<file path="src/rtl/rom_loader_pkg.sv">
// rom_loader_pkg: shared FSM encoding, framing constants and state helpers for rom_loader.
package rom_loader_pkg;
  typedef enum logic [2:0] {
    st_idle, st_sync, st_len, st_data, st_write, st_csum, st_done, st_err
  } state_t;
  localparam logic [7:0] sync_byte = 8'hA5;
  localparam int len_bytes = 4;
  function automatic logic is_busy(input state_t s);
    return s inside {st_sync, st_len, st_data, st_write, st_csum};
  endfunction
  function automatic logic takes_bytes(input state_t s);
    return s inside {st_sync, st_len, st_data, st_csum};
  endfunction
endpackage

</file>
<file path="src/rtl/rom_loader_byte_packer.sv">
// byte_packer: little-endian byte-to-word shift register; word/full show the result including the byte offered now.
module byte_packer #(
  parameter int DW = 32
) (
  input  logic          clk,
  input  logic          rstn,
  input  logic          clr,
  input  logic          en,
  input  logic [7:0]    din,
  output logic [DW-1:0] word,
  output logic          full
);
  localparam int NB = DW / 8;
  localparam int CW = $clog2(NB + 1);
  logic [DW-1:0] sr;
  logic [CW-1:0] cnt;
  logic [DW+7:0] cat;
  assign cat = {din, sr};
  assign word = cat[DW+7:8];
  assign full = en && cnt == CW'(NB - 1);
  always_ff @(posedge clk or negedge rstn)
    if (!rstn) begin
      sr <= '0;
      cnt <= '0;
    end else if (clr) begin
      sr <= '0;
      cnt <= '0;
    end else if (en) begin
      sr <= word;
      cnt <= full ? '0 : cnt + CW'(1);
    end
endmodule

</file>
<file path="src/rtl/rom_loader.sv">
// rom_loader: loads a framed byte stream (sync, LE length, LE data words) into ROM writes.
// Define LOADER_CSUM_EN to require a trailing XOR checksum byte over the data bytes.
module rom_loader
  import rom_loader_pkg::*;
#(
  parameter int             DW        = 32,
  parameter int             AW        = 32,
  parameter logic [AW-1:0]  BASE_ADDR = '0,
  parameter int             MAX_WORDS = 4096
) (
  input  logic          clk,
  input  logic          rstn,
  input  logic          start,
  input  logic          rx_valid,
  input  logic [7:0]    rx_data,
  output logic          rx_ready,
  output logic          wen,
  output logic [AW-1:0] w_addr,
  output logic [DW-1:0] w_data,
  output logic          busy,
  output logic          done,
  output logic          err
);
  state_t state, nxt;
  logic [31:0] len, len_nxt, idx;
  logic [1:0] lcnt;
  logic fire, start_ok, pk_full;
  logic [DW-1:0] pk_word;
  assign fire = rx_valid && rx_ready;
  assign start_ok = start && state inside {st_idle, st_done, st_err};
  assign len_nxt = {rx_data, len[31:8]};
  byte_packer #(.DW(DW)) u_packer (
    .clk(clk), .rstn(rstn), .clr(start_ok), .en(fire && state == st_data),
    .din(rx_data), .word(pk_word), .full(pk_full)
  );
`ifdef LOADER_CSUM_EN
  localparam state_t st_end = st_csum;
  logic [7:0] csum;
  always_ff @(posedge clk or negedge rstn)
    if (!rstn) csum <= '0;
    else if (start_ok) csum <= '0;
    else if (fire && state == st_data) csum <= csum ^ rx_data;
`else
  localparam state_t st_end = st_done;
`endif
  always_comb begin
    nxt = state;
    case (state)
      st_idle, st_done, st_err: nxt = start ? st_sync : state;
      st_sync:  nxt = fire && rx_data == sync_byte ? st_len : state;
      st_len:   nxt = !(fire && lcnt == 2'(len_bytes - 1)) ? state :
                      len_nxt == '0 ? st_end :
                      len_nxt > 32'(MAX_WORDS) ? st_err : st_data;
      st_data:  nxt = fire && pk_full ? st_write : state;
      st_write: nxt = idx + 32'd1 == len ? st_end : st_data;
`ifdef LOADER_CSUM_EN
      st_csum:  nxt = !fire ? state : rx_data == csum ? st_done : st_err;
`endif
      default:  nxt = st_idle;
    endcase
  end
  // Outputs are registered from the next state so they line up with the state they describe.
  always_ff @(posedge clk or negedge rstn)
    if (!rstn) begin
      state <= st_idle;
      rx_ready <= 1'b0;
      wen <= 1'b0;
      w_addr <= BASE_ADDR;
      w_data <= '0;
      busy <= 1'b0;
      done <= 1'b0;
      err <= 1'b0;
      len <= '0;
      idx <= '0;
      lcnt <= '0;
    end else begin
      state <= nxt;
      rx_ready <= takes_bytes(nxt);
      wen <= nxt == st_write;
      busy <= is_busy(nxt);
      done <= nxt == st_done;
      err <= nxt == st_err;
      if (start_ok) begin
        len <= '0;
        idx <= '0;
        lcnt <= '0;
      end
      if (state == st_len && fire) begin
        len <= len_nxt;
        lcnt <= lcnt + 2'd1;
      end
      if (nxt == st_write) begin
        w_addr <= BASE_ADDR + AW'({idx, 2'b00});
        w_data <= pk_word;
      end
      if (state == st_write) idx <= idx + 32'd1;
    end
endmodule
</file>
<file path="config.mk">
export PLATFORM = sky130hd
export DESIGN_NAME = rom_loader
export DESIGN_NICKNAME = d
export VERILOG_FILES = /design/src/rtl/rom_loader_pkg.sv /design/src/rtl/rom_loader_byte_packer.sv /design/src/rtl/rom_loader.sv
export SDC_FILE = /design/constraint.sdc
export NUM_CORES = 1
export LEC_CHECK = 0
export BUFFER_PORTS_ARGS = -buffer_cell sky130_fd_sc_hd__buf_2
export CAP_MARGIN = 20
export CORE_ASPECT_RATIO = 1.25
export CORE_MARGIN = 2
export CORE_UTILIZATION = 43
export CTS_CLUSTER_DIAMETER = 100
export DETAILED_ROUTE_END_ITERATION = 12
export HOLD_SLACK_MARGIN = 0.08
export SYNTH_ARGS = -nofsm -noshare
export SYNTH_HDL_FRONTEND = slang
export SYNTH_HIERARCHICAL = 1
export SYNTH_SLANG_ARGS = --single-unit
</file>
<file path="constraint.sdc">
create_clock -name clk -period 7.75 [get_ports clk]
set_clock_uncertainty 0.1 [all_clocks]
set_input_delay 1.1625 -clock clk [delete_from_list [all_inputs] [get_ports clk]]
set_output_delay 1.1625 -clock clk [all_outputs]
set_load 0.005 [all_outputs]
</file>
# Word-level counts from Yosys, hierarchy flattened
# Index checks and enable logic that the tools add are counted.
# totals
ff_bits	171
input_bits	12
output_inout_bits	69
# op_classes
n_addsub	3
magnitude_cmp	1
n_eq_ne	17
n_mux	18
reduce_logical	17
# ops
op	count
two-way mux 32 bit	5
adder 32 x 1 -> 32 bit (second input constant)	1
== test 32 bit	1
> comparator 32 x 13 -> 1 bit (second input constant)	1
zero test 32 bit	1
two-way mux 3 bit	10
== test 3 bit (second input constant)	7
== test 3 x 2 -> 1 bit (second input constant)	5
one-hot mux 3 bit (5 select lines)	1
== test 8 bit (second input constant)	1
logical AND 1 bit	8
== test 3 x 1 -> 1 bit (second input constant)	2
nonzero test 2 bit	3
nonzero test 5 bit	1
two-way mux 2 bit	2
nonzero test 4 bit	1
adder 3 x 1 -> 3 bit (second input constant)	1
zero test 3 bit	1
nonzero test 3 bit	1
OR reduction 3 bit	1
adder 2 x 1 -> 2 bit (second input constant)	1
== test 2 bit (second input constant)	1

# Depth between registers and ports, before layout
# logic_depth
ltp_word	8
ltp_mapped	12

# Hierarchy
# Netlist, hierarchy kept.
# by_module_without_submodules
module	instances	cells_per_inst	area_per_inst_um2	seq_area_each_um2
rom_loader	1	705	7039.3	3403.3
byte_packer	1	101	1237.4	675.6

# Least setup slack after synthesis
# No wires, ideal clock.
# synth_timing
kind	in2reg
start	input port rx_valid
end	register w_data[10]
setup_ps	125
arrival_ps	3197
required_ps	7525
path_slack_ps	4328
path_stages	11
n_path_buf	4
cell_sequence	nand2_1 -> nor3_1 -> buf_6 -> buf_6 -> and3_1 -> nand2_1 -> or3_1 -> clkbuf_1 -> inv_2 -> clkbuf_1 -> mux2_2
# synth_via
elab_chain_cells	7
# synth_lines
item	line	source
start, declared	rom_loader.sv:14	input logic rx_valid,
logical AND 1 bit	rom_loader.sv:29	assign fire = rx_valid && rx_ready;
logical AND 1 bit	rom_loader.sv:33	.clk(clk), .rstn(rstn), .clr(start_ok), .en(fire && state == st_data),
logical AND 1 bit	rom_loader_byte_packer.sv:20	assign full = en && cnt == CW'(NB - 1);
net pk_full	rom_loader.sv:27	logic fire, start_ok, pk_full;
logical AND 1 bit	rom_loader.sv:54	st_data: nxt = fire && pk_full ? st_write : state;
two-way mux 3 bit	rom_loader.sv:54	
one-hot mux 3 bit (5 select lines)	rom_loader.sv:48	case (state)
== test 3 bit	rom_loader.sv:92	if (nxt == st_write) begin
end signal, assigned	rom_loader.sv:94	w_data <= pk_word;
end, declared	rom_loader.sv:19	output logic [DW-1:0] w_data,
# The timed path passes the listed nets, and every way through them passes these cells.
# A chain may end at the register's enable or synchronous reset.

# Worst setup path in the final report
# layout_timing
start	register idx[0]
end	register busy
# layout_via
elab_chain_cells	6
# layout_lines
item	line	source
start, declared	rom_loader.sv:25	logic [31:0] len, len_nxt, idx;
start signal, assigned	rom_loader.sv:96	if (state == st_write) idx <= idx + 32'd1;
adder 32 x 1 -> 32 bit (*)	rom_loader.sv:55	st_write: nxt = idx + 32'd1 == len ? st_end : st_data;
== test 32 bit (*)	rom_loader.sv:55	
two-way mux 3 bit (*)	rom_loader.sv:55	
one-hot mux 3 bit (5 select lines) (*)	rom_loader.sv:48	
== test 3 x 1 -> 1 bit (tied with other cells)	rom_loader_pkg.sv:9	return s inside {st_sync, st_len, st_data, st_write, st_csum};
nonzero test 5 bit (*)	rom_loader_pkg.sv:9	
end signal, assigned	rom_loader.sv:80	busy <= is_busy(nxt);
end, declared	rom_loader.sv:20	output logic busy,
# Every way passes the cells marked *; elsewhere a longest branch is shown, timed or not.

==> reports/results.ini <==
[global_routing]
grt_pass1_vias = 5736
grt_pass1_wl_mm = 30.7
antenna_found_initial = 0
grt_max_degree = 98
track_usage = 0.189
gr-total-overflow = 0

[hold_path]
min_from = w_data[7]
min_to = w_data[7]
holdPathStages = 1
hp-class = flop to flop

[detailed_routing]
wl_mm = 18.5
antenna_left = 0
wl_per_cell_um = 17.0
first_pass_iters = 5
drc = 0
drt-vias-per-instance = 5.52
vias = 5998
drtIter0Drc = 348

[yosys]
synthTopCellsByArea = dfrtp_1 49%, mux2_2 7.5%, o21ai_0 4.8%
avgSynthCellArea_um2 = 10.3
seq_area_frac_synth = 0.493
yosysTopAreaCell = dfrtp_1
synthArstFlopShare = 1.00
synth_top_area_frac = 0.493
synth.ff_latch_count = 163
synth_top_flop_cell = dfrtp_1
ys_types = 68
syn-instance-count = 806
synth_area_um2 = 8280
yosysWarnings = 6
synth_edf_count = 0

[setup_path]
r2r_cells = 8
end_kind = flop
cp_num_buf_inv = 0
cp-start-kind = flop
r2r_end = busy
crit_path_cell_trace = ha_1 > nand4_1 > or2_1 > nor4_1 > a31oi_1 > nor4_2 > and4b_1 > a21oi_1
slowest_delay_ps = 520
crit_family = simple AND/OR/NAND/NOR gates
cp_slowest_cell = dfrtp_1
regToRegSetupSlack_ps = 4350
crit_fanout = 10
r2r_start = idx[0]
critPathKind = flop to flop
required_ps = 7940
arrival_ps = 3590

[clock_tree]
insertion_delay_ps = 430
clock-sinks = 163
cts_tree = yes
numCtsBuffers = 17
path_clk_slew_ps = 70
cts_resized = 0
cts_setup_buffers = 0
cts_max_level = 4
cts_root_buf = clkbuf_16
cts_buffer_depth = 2
holdBufCountCts = 0

[final_layout]
instances_no_fill = 1086
layout_common_cells = 163 x dfrtp_1, 102 x nand2_1, 79 x o21ai_0
postLayoutCoreUtil = 0.486
layout_commonest_cell = dfrtp_1
n_antenna_cell = 0
final_net_count = 857
areaGrowthSynthToFinish_pct = 10.7
drive_above_1_share = 0.231

[sta]
holdWs_ps = 386
fmax_mhz = 294
setup_tns_ps = 0
min_period_ps = 3400
period_share = 0.438
hold_viol = 0
rsz0062_at_grt = false
drv_slew = 0
worstMarginPinSlew_ps = 937
slew_headroom = 0.375
finalSetupViolCount = 0

[status]
status = completed

[die]
core_um2 = 18800
start_util = 0.439
core.rowCount = 56
dieArea_um2 = 20400
die_y_um = 159
pin_count = 81
die_w_um = 128

[power]
p_int_w = 0.00192
leakagePower_nw = 4.32
p_switching_w = 0.00112
seqPwrFrac = 0.460
swShare = 0.369
power.density_nw_per_um2 = 331
vdd_drop_max_uv = 157
p_clk_frac = 0.264
pwr-share-comb = 0.275
power_w = 0.00304

[place]
port_buffers = 78
gp_congestion = 0.830
dpl.cell_count = 1055
dp_hpwl_mm = 12.7

[flow_run]
drv_cap = 0

[cells by family (layout without fill, tap and decap cells)]
family,Yosys count,after routing,share of synthesized area
other,1,2,0.000453
multiplexers,89,89,0.117
XOR/XNOR,48,48,0.0508
AO/OA/AOI/OAI,144,144,0.102
AND/OR/NAND/NOR,280,280,0.177
adder cells (fa/ha/maj),3,3,0.00454
flip-flops,163,163,0.493
buffers and inverters,78,125,0.0553
[cell usage after synthesis, types with 9 or more instances]
cell      number
buf_4         12
nand3_1       23
clkbuf_1      37
nor2_1        53
nor3_1        13
nand4_1       19
nor4_1        17
nand2_1      102
mux2i_1       27
a21oi_1       23
dfrtp_1      163
mux2_2        55
xor2_1        16
xnor2_1       32
o31ai_1       12
and2_1         9
o21ai_0       79
buf_6         11
[area by class of cell]
cell class	count	area, µm²
clock buffer	17	425
clock inverter	14	128
fill	1764	9680
inverter	8	30.0
multi-input combinational	566	3760
sequential	163	4080
tap	232	290
timing repair buffer	86	457
[stage by stage]
| step | setup slack, ps | instance area, µm² |
|---|---|---|
| 2_1_floorplan | 4330 | 8280 |
| 3_3_place_gp | 3980 | 8610 |
| 3_5_place_dp | 3980 | 8610 |
| 4_1_cts | 4350 | 9170 |
| 5_1_grt | 4100 | 9170 |
| 6_report | 4350 | 9170 |
[power groups by stage]
stage / sequential, W / combinational [W] / clock (W)
global route: 0.00144 / 0.000945 / 0.000860
floorplan: 0.00125 / 0.000777 / 0
CTS: 0.00140 / 0.000848 / 0.000827
detailed placement: 0.00141 / 0.000843 / 0
global placement: 0.00142 / 0.000825 / 0
finish: 0.00140 / 0.000836 / 0.000803
[routing by layer]
metal  up-vias  part of all wire  GRT usage
met5         -                 0          0
met4         0             0.020     0.0669
met3        28             0.032     0.0316
met2       128              0.50      0.312
met1      2915              0.45      0.250
li1       2927                 -          -
[sequential cells by signal, summed over array words and instances (netlist names), 2 cells and up]
signal	count
lcnt	2
w_addr	30
len	32
state	3
idx	32
u_packer/cnt	3
w_data	32
u_packer/sr	24
[worst max-delay path by stage]
stage	from	end	slack, ps	depth (start not counted)
after floorplan	rx_valid	w_data[10]	4330	11
after global placement	rx_valid	w_data[10]	3980	9
after detailed placement	rx_valid	w_data[13]	3980	9
after CTS	idx[0]	busy	4350	8
after global routing	idx[0]	busy	4100	8
final	idx[0]	busy	4350	8
Note: power is estimated with default switching activity, not from simulation.
